==> src/rtl/spi_wrapper.sv <==
// spi_wrapper: SPI slave front-end plus single-port RAM, all in the clk domain.
//
// Ports:
//   clk    system clock, all logic on the rising edge
//   rst_n  synchronous reset, active HIGH (name kept for port compatibility)
//   MOSI   serial command/data from master, sampled on rising clk
//   SS_n   active-low frame select; high at any edge aborts the frame
//   MISO   serial read data back to master, MSB first
//
// Frame: 10-bit word MSB first. Bits [9:8] select
//   00 write address, 01 write data, 10 read address, 11 read data.
//
// state     | meaning
// ----------+-----------------------------------------------------------
// IDLE      | waiting for SS_n low, MOSI ignored
// CHK_CMD   | first frame bit sampled, picks the frame type
// WRITE     | shifting a write-address or write-data frame
// READ_ADD  | shifting a read-address frame, sets rd_flag on completion
// READ_DATA | shifting a read-data frame, clears rd_flag on completion

module spi_wrapper #(
  parameter int MEM_DEPTH = 256,
  parameter int ADDR_SIZE = 8     // must not exceed the 8-bit data field
) (
  input  logic clk,
  input  logic rst_n,
  input  logic MOSI,
  input  logic SS_n,
  output logic MISO
);

  typedef enum logic [2:0] {
    IDLE      = 3'd0,
    CHK_CMD   = 3'd1,
    WRITE     = 3'd2,
    READ_ADD  = 3'd3,
    READ_DATA = 3'd4
  } state_t;

  state_t         state;
  state_t         next_state;

  // slave <-> RAM link
  logic [9:0]     rx_data;
  logic           rx_valid;
  logic [7:0]     tx_data;
  logic           tx_valid;

  // receiver
  logic [3:0]     bit_cnt;        // frame bits still to shift, down-counter
  logic           rd_flag;        // read address received, next 1-frame is read data

  // transmitter
  logic [7:0]     tx_shift;
  logic [2:0]     tx_cnt;         // bits still to send after the MSB

  // RAM
  logic [7:0]           mem [MEM_DEPTH];
  logic [ADDR_SIZE-1:0] wr_addr;
  logic [ADDR_SIZE-1:0] rd_addr;

  // ------------------------------------------------------------------
  // Slave FSM
  // ------------------------------------------------------------------
  always_ff @(posedge clk) begin
    if (rst_n) state <= IDLE;
    else       state <= next_state;
  end

  always_comb begin
    next_state = state;
    if (SS_n) begin
      next_state = IDLE;
    end else begin
      case (state)
        IDLE:    next_state = CHK_CMD;
        CHK_CMD: begin
          if (!MOSI)        next_state = WRITE;
          else if (rd_flag) next_state = READ_DATA;
          else              next_state = READ_ADD;
        end
        default: next_state = state;
      endcase
    end
  end

  // ------------------------------------------------------------------
  // Receive shifter. Once bit_cnt reaches zero the frame is complete and
  // further MOSI bits are ignored until SS_n returns high.
  // ------------------------------------------------------------------
  always_ff @(posedge clk) begin
    if (rst_n) begin
      bit_cnt  <= '0;
      rx_data  <= '0;
      rx_valid <= 1'b0;
      rd_flag  <= 1'b0;
    end else begin
      rx_valid <= 1'b0;
      if (SS_n) begin
        bit_cnt <= '0;
      end else begin
        case (state)
          CHK_CMD: begin
            rx_data <= {rx_data[8:0], MOSI};
            bit_cnt <= 4'd9;
          end
          WRITE, READ_ADD, READ_DATA: begin
            if (bit_cnt != 4'd0) begin
              rx_data <= {rx_data[8:0], MOSI};
              bit_cnt <= bit_cnt - 4'd1;
              if (bit_cnt == 4'd1) begin
                rx_valid <= 1'b1;
                if (state == READ_ADD)       rd_flag <= 1'b1;
                else if (state == READ_DATA) rd_flag <= 1'b0;
              end
            end
          end
          default: ;
        endcase
      end
    end
  end

  // ------------------------------------------------------------------
  // Transmit shifter: MSB goes out the cycle after tx_valid, then seven
  // more bits, then MISO rests at 0.
  // ------------------------------------------------------------------
  always_ff @(posedge clk) begin
    if (rst_n) begin
      tx_shift <= '0;
      tx_cnt   <= '0;
      MISO     <= 1'b0;
    end else if (SS_n) begin
      tx_cnt <= '0;
      MISO   <= 1'b0;
    end else if (tx_valid) begin
      tx_shift <= tx_data;
      tx_cnt   <= 3'd7;
      MISO     <= tx_data[7];
    end else if (tx_cnt != 3'd0) begin
      MISO     <= tx_shift[6];
      tx_shift <= {tx_shift[6:0], 1'b0};
      tx_cnt   <= tx_cnt - 3'd1;
    end else begin
      MISO <= 1'b0;
    end
  end

  // ------------------------------------------------------------------
  // RAM side: acts one cycle after rx_valid. Contents are not reset.
  // ------------------------------------------------------------------
  always_ff @(posedge clk) begin
    if (rst_n) begin
      wr_addr  <= '0;
      rd_addr  <= '0;
      tx_data  <= '0;
      tx_valid <= 1'b0;
    end else begin
      tx_valid <= 1'b0;
      if (rx_valid) begin
        case (rx_data[9:8])
          2'b00: wr_addr <= rx_data[ADDR_SIZE-1:0];
          2'b10: rd_addr <= rx_data[ADDR_SIZE-1:0];
          2'b11: begin
            tx_data  <= mem[rd_addr];
            tx_valid <= 1'b1;
          end
          default: ;
        endcase
      end
    end
  end

  always_ff @(posedge clk) begin
    if (!rst_n && rx_valid && (rx_data[9:8] == 2'b01))
      mem[wr_addr] <= rx_data[7:0];
  end

endmodule

==> config.mk <==
export PLATFORM = sky130hd
export DESIGN_NAME = spi_wrapper
export DESIGN_NICKNAME = d
export VERILOG_FILES = /design/src/rtl/spi_wrapper.sv
export SDC_FILE = /design/constraint.sdc
export NUM_CORES = 2
export LEC_CHECK = 0
export CAP_MARGIN = 20
export CELL_PAD_IN_SITES_DETAIL_PLACEMENT = 2
export CELL_PAD_IN_SITES_GLOBAL_PLACEMENT = 2
export CORE_AREA = 2 2 408 410
export DETAILED_ROUTE_END_ITERATION = 6
export DIE_AREA = 0 0 410 412
export HOLD_SLACK_MARGIN = 0.06
export PLACE_DENSITY_LB_ADDON = 0.1
export SLEW_MARGIN = 0
export SYNTH_ARGS = -nofsm -noshare
export SYNTH_HDL_FRONTEND = slang
export SYNTH_SLANG_ARGS = --single-unit
==> constraint.sdc <==
create_clock -name clk -period 5.4 [get_ports clk]
set_clock_uncertainty 0.05 [all_clocks]
set_input_delay 1.08 -clock clk [delete_from_list [all_inputs] [get_ports clk]]
set_output_delay 1.08 -clock clk [all_outputs]
set_load 0.01 [all_outputs]
# [Word-level counts from Yosys, hierarchy flattened]
# Memory sizes are Yosys's and may differ from the RTL's. A register that Yosys moved wholly into a read port is not among the register bits.
# Index checks and enable logic that the tools add are counted.
# W data, S select, Z words.
[op_classes] bitwise_logic=4 reduce_logical=22 n_mux=19 n_addsub=2 n_eq_ne=9
[op_table] operator="$pmux W10 S2" count=1
[op_table] operator="$mux W7" count=2
[op_table] operator="$mux W3" count=4
[op_table] operator="$mux W10" count=1
[op_table] operator="$reduce_and A2 Y1" count=5
[op_table] operator="$mux W1" count=8
[op_table] operator="$pmux W4 S2" count=1
[op_table] operator="$reduce_bool A2 Y1" count=4
[op_table] operator="$eq A3 B2 Y1 const B" count=2
[op_table] operator="$pmux W3 S2" count=1
[op_table] operator="$reduce_and A5 Y1" count=1
[op_table] operator="$eq A2 B2 Y1 const B" count=2
[op_table] operator="$eq A4 B1 Y1 const B" count=1
[op_table] operator="$mux W4" count=1
[op_table] operator="$not A1 Y1" count=4
[op_table] operator="$reduce_bool A4 Y1" count=1
[op_table] operator="$reduce_or A2 Y1" count=2
[op_table] operator="$reduce_or A4 Y1" count=1
[op_table] operator="$sub A4 B1 Y4 const B" count=1
[op_table] operator="$eq A3 B1 Y1 const B" count=1
[op_table] operator="$eq A3 B3 Y1 const B" count=1
[op_table] operator="$logic_not A3 Y1" count=1
[op_table] operator="$reduce_and A3 Y1" count=1
[op_table] operator="$reduce_bool A3 Y1" count=1
[op_table] operator="7 further kinds" count=8
[totals] memories=1 output_inout_bits=1 ff_bits=47 mem_bits_rw=2048
[memory_table] name="mem" depth=256 word_bits=8 rd=1 rd_ports_with_merged_regs=1 write_ports=1 line_no="58" rtl="logic [7:0] mem [MEM_DEPTH];"

# [Longest topological paths before layout]
[depth] depth_word=5 ltp_mapped=13 ltp_nobuf=7

# [Worst setup path before layout]
# No wires, ideal clock.
[synth_timing] kind="register to register" start="reg rx_data[0]" end="mem mem[0][0] (data pin)" period_less_slack_ps=4357 arrival_time_ps=3442 path_stages_with_launch=1 n_path_buf=0 path_slack_ps=1043 path_cell_list="dfxtp_1"
[synth_rtl] element="from (decl)" line_no="44" rtl="logic [9:0] rx_data;"
[synth_rtl] element="from (signal assigned)" line_no="104" rtl="rx_data <= {rx_data[8:0], MOSI};"
[synth_rtl] element="from (signal assigned)" line_no="109" rtl="rx_data <= {rx_data[8:0], MOSI};"
[synth_rtl] element="to (decl)" line_no="58"
# No word-level cell before the write port.

==> impl_metrics.ini <==
[synth]
synth_edf_count = 2048
syn_area_mm2 = 0.08198
syn-instance-count = 4079
synthesis.nets = 4088
yosysWarnings = 0
synth_top_area_cell = edfxtp_1
yosysTopAreaCellShare_pct = 75.01
yosysSeqAreaShare_pct = 76.36
postSynthAreaPerCell_um2 = 20.10
ys.flop_type = edfxtp_1
postSynth.asyncResetShare_pct = 0
ys_ff_latch = 2103
synthTopCellsByArea = edfxtp_1 75%, mux4_2 12%, mux2i_1 2.6%, nor2_1 1.6%, dfxtp_1 1.3%
ys_types = 62

[timing]
min_period_ps = 4518
fin_crit_sh_pct = 83.66
timing.slew.headroom_pct = 13.94
worst_pin_slew_ps = 1288
finalSetupViolCount = 0
hold_slack_ps = 444.5
maxSlewViolCount = 0
tns_ps = 0
rsz0062_at_grt = false
final_hold_viol_count = 0
fmax_mhz = 221.4
fin_ws_ps = 882.3

[setup_path]
arrival_ps = 5240
cp_max_fo = 27
reg2reg_from = rd_addr[2]
path_cells = buf_4, nor2b_2, buf_4, nand3_1, o22ai_1, a31oi_1, a31oi_1, nor3_1, a221o_1
crit_type = register to register
cpPeakStageDelay_ps = 700
crit_buf_inv = 2
cp.required_ps = 6120
crit_family = compound AO/OA/AOI/OAI gates
r2r_end = tx_data[6]
critPathCaptureType = register
reg2reg_depth = 9
crit_slowest_cell = nor2b_2
start_kind = register
reg2reg_setup_slack_ps = 880

[global_route]
overflow = 0
antenna_found_initial = 12
use_met1_pct = 45.26
grt_max_degree = 197
grtUsageMet3_pct = 6.012
met2_usage_pct = 53.37
grt_pass1_vias = 47100
grt_busiest_layer = met2
grtUsageTotal_pct = 33.05
grt_pass1_wl_um = 388400

[pwr]
ir_drop_v = 0.0004069
p_leak_nw = 27.64
power_density_mw_per_mm2 = 354.8

[cells_and_area]
fin_area_mm2 = 0.09159
final_nets = 4208
drive_above_1_share_pct = 21.10
seq_area_mm2 = 0.06265
fillers = 13630
synthToLayoutAreaGrowth_pct = 11.71
multi_input_area_mm2 = 0.01787

[detailed_routing]
route.vias.total = 44060
drc = 0
wl_um = 276400
drt_iter0_drc = 5711
first_pass_iters = 5
ant_nets = 0
post_drt_wl_per_cell_um = 42.06
avgViaCountPerCell = 6.706

[placement]
place_area_mm2 = 0.08475
gp_congestion = 0.8342
dp_hpwl_um = 165200
place_ws_ps = 834.0
port_buffers = 4

[worst_hold_path]
worstHoldPathCells = 1
holdPathEnd = tx_data[1]
hold_start = tx_data[1]
hp-class = register to register

[die]
initial_utilization_pct = 49.92
dieArea_mm2 = 0.1689
die_y_um = 412
dieWidth_um = 410
core-area_mm2 = 0.1642
rows = 149
pin_count = 5

[clock_tree]
cts_root_buf = clkbuf_16
post_cts_buffers = 0
cts-resized-gates = 0
cts.sinks = 2103
path_clk_slew_ps = 80
clk-insertion-delay-late_ps = 890
cts_hold_buf = 0
htreeDepth = 4
cts-buffers-inserted = 213
ctsLongestPathBuffers = 3
cts_tree = done

[outcome]
run_status = finished, final reports clean

[run]
drv_cap = 0
==> worst max path at each step <==
stage | cells after the start | startpoint | endpoint | slack (ps)
global route | 9 | rd_addr[2] | tx_data[6] | 820
CTS | 9 | rd_addr[2] | tx_data[6] | 1060
detailed placement | 5 | rst_n | mem[155][4] | 830
global placement | 6 | rst_n | mem[125][0] | 560
floorplan | 0 | rx_data[0] | mem[0][0] | 1040
finish | 9 | rd_addr[2] | tx_data[6] | 880
==> area by class of cell <==
type / count / area share, %
Antenna cell: 3 / 0.008197
Clock buffer: 270 / 6.131
Clock inverter: 125 / 1.227
Inverter: 11 / 0.04782
Multi-Input combinational cell: 1712 / 19.51
Sequential cell: 2103 / 68.40
Tap cell: 2189 / 2.991
Timing Repair Buffer: 158 / 1.687
==> metrics by stage <==
step	power [mW]	instances	utilization [%]
after floorplan	18.03	4079	-
after global placement	18.05	6162	51.58
after detailed placement	18.06	6165	51.60
after CTS	32.62	6560	55.70
after global routing	33.09	6568	55.76
final	32.49	6571	55.76
==> registers in the layout, indices dropped and copies added (netlist names) <==
signal / cells
rd_addr: 8
wr_addr: 8
tx_data: 8
rx_data: 10
bit_cnt: 4
state: 3
mem: 2048
tx_cnt: 3
rd_flag: 1
MISO: 1
rx_valid: 1
tx_shift: 7
tx_valid: 1
==> placed cells by master (no fill, tap or decap), types with 39 or more instances in the layout <==
cell	n
clkinv_1	54
nor2_1	338
dfxtp_1	43
mux4_2	430
buf_4	119
edfxtp_1	2048
a22oi_1	54
clkbuf_16	214
o22ai_1	69
nand3_1	67
nand2_1	136
mux2i_1	211
a21oi_1	49
clkbuf_1	51
o221ai_1	39
==> kinds of logic after synthesis <==
group / synth area share [%]
AO/OA/AOI/OAI: 3.181
multiplexers: 14.91
flip-flops: 76.36
XOR/XNOR: 0.04274
buffers and inverters: 1.923
AND/OR/NAND/NOR: 3.510
adder cells (fa/ha/maj): 0.07631
==> metal layers <==
layer | routed length [um] | up-vias
met5 | 57 | -
met4 | 11410 | 8
met3 | 22780 | 564
met2 | 134200 | 2460
met1 | 107900 | 23930
li1 | - | 17100
==> synth_stat cells (11+ instances only) <==
cell / count
nor3_1: 29
nand4_1: 19
a211oi_1: 24
o221ai_1: 39
edfxtp_1: 2048
a21oi_1: 49
nand2_1: 137
buf_4: 29
mux2i_1: 211
o22ai_1: 69
buf_6: 41
dfxtp_1: 55
a31oi_1: 22
nor2_1: 339
nor4_1: 12
clkbuf_1: 114
o21ai_0: 34
mux4_2: 430
buf_2: 51
mux2_2: 17
a22oi_1: 54
nor2b_1: 15
nand3_1: 67
a2111oi_0: 11
==> power breakdown <==
part	internal [mW]	switching [mW]
logic	0.0113	0.0497
registers	17.6	0.00551
clock network	8.12	6.66
No activity file was read; power rests on OpenSTA's default activity.
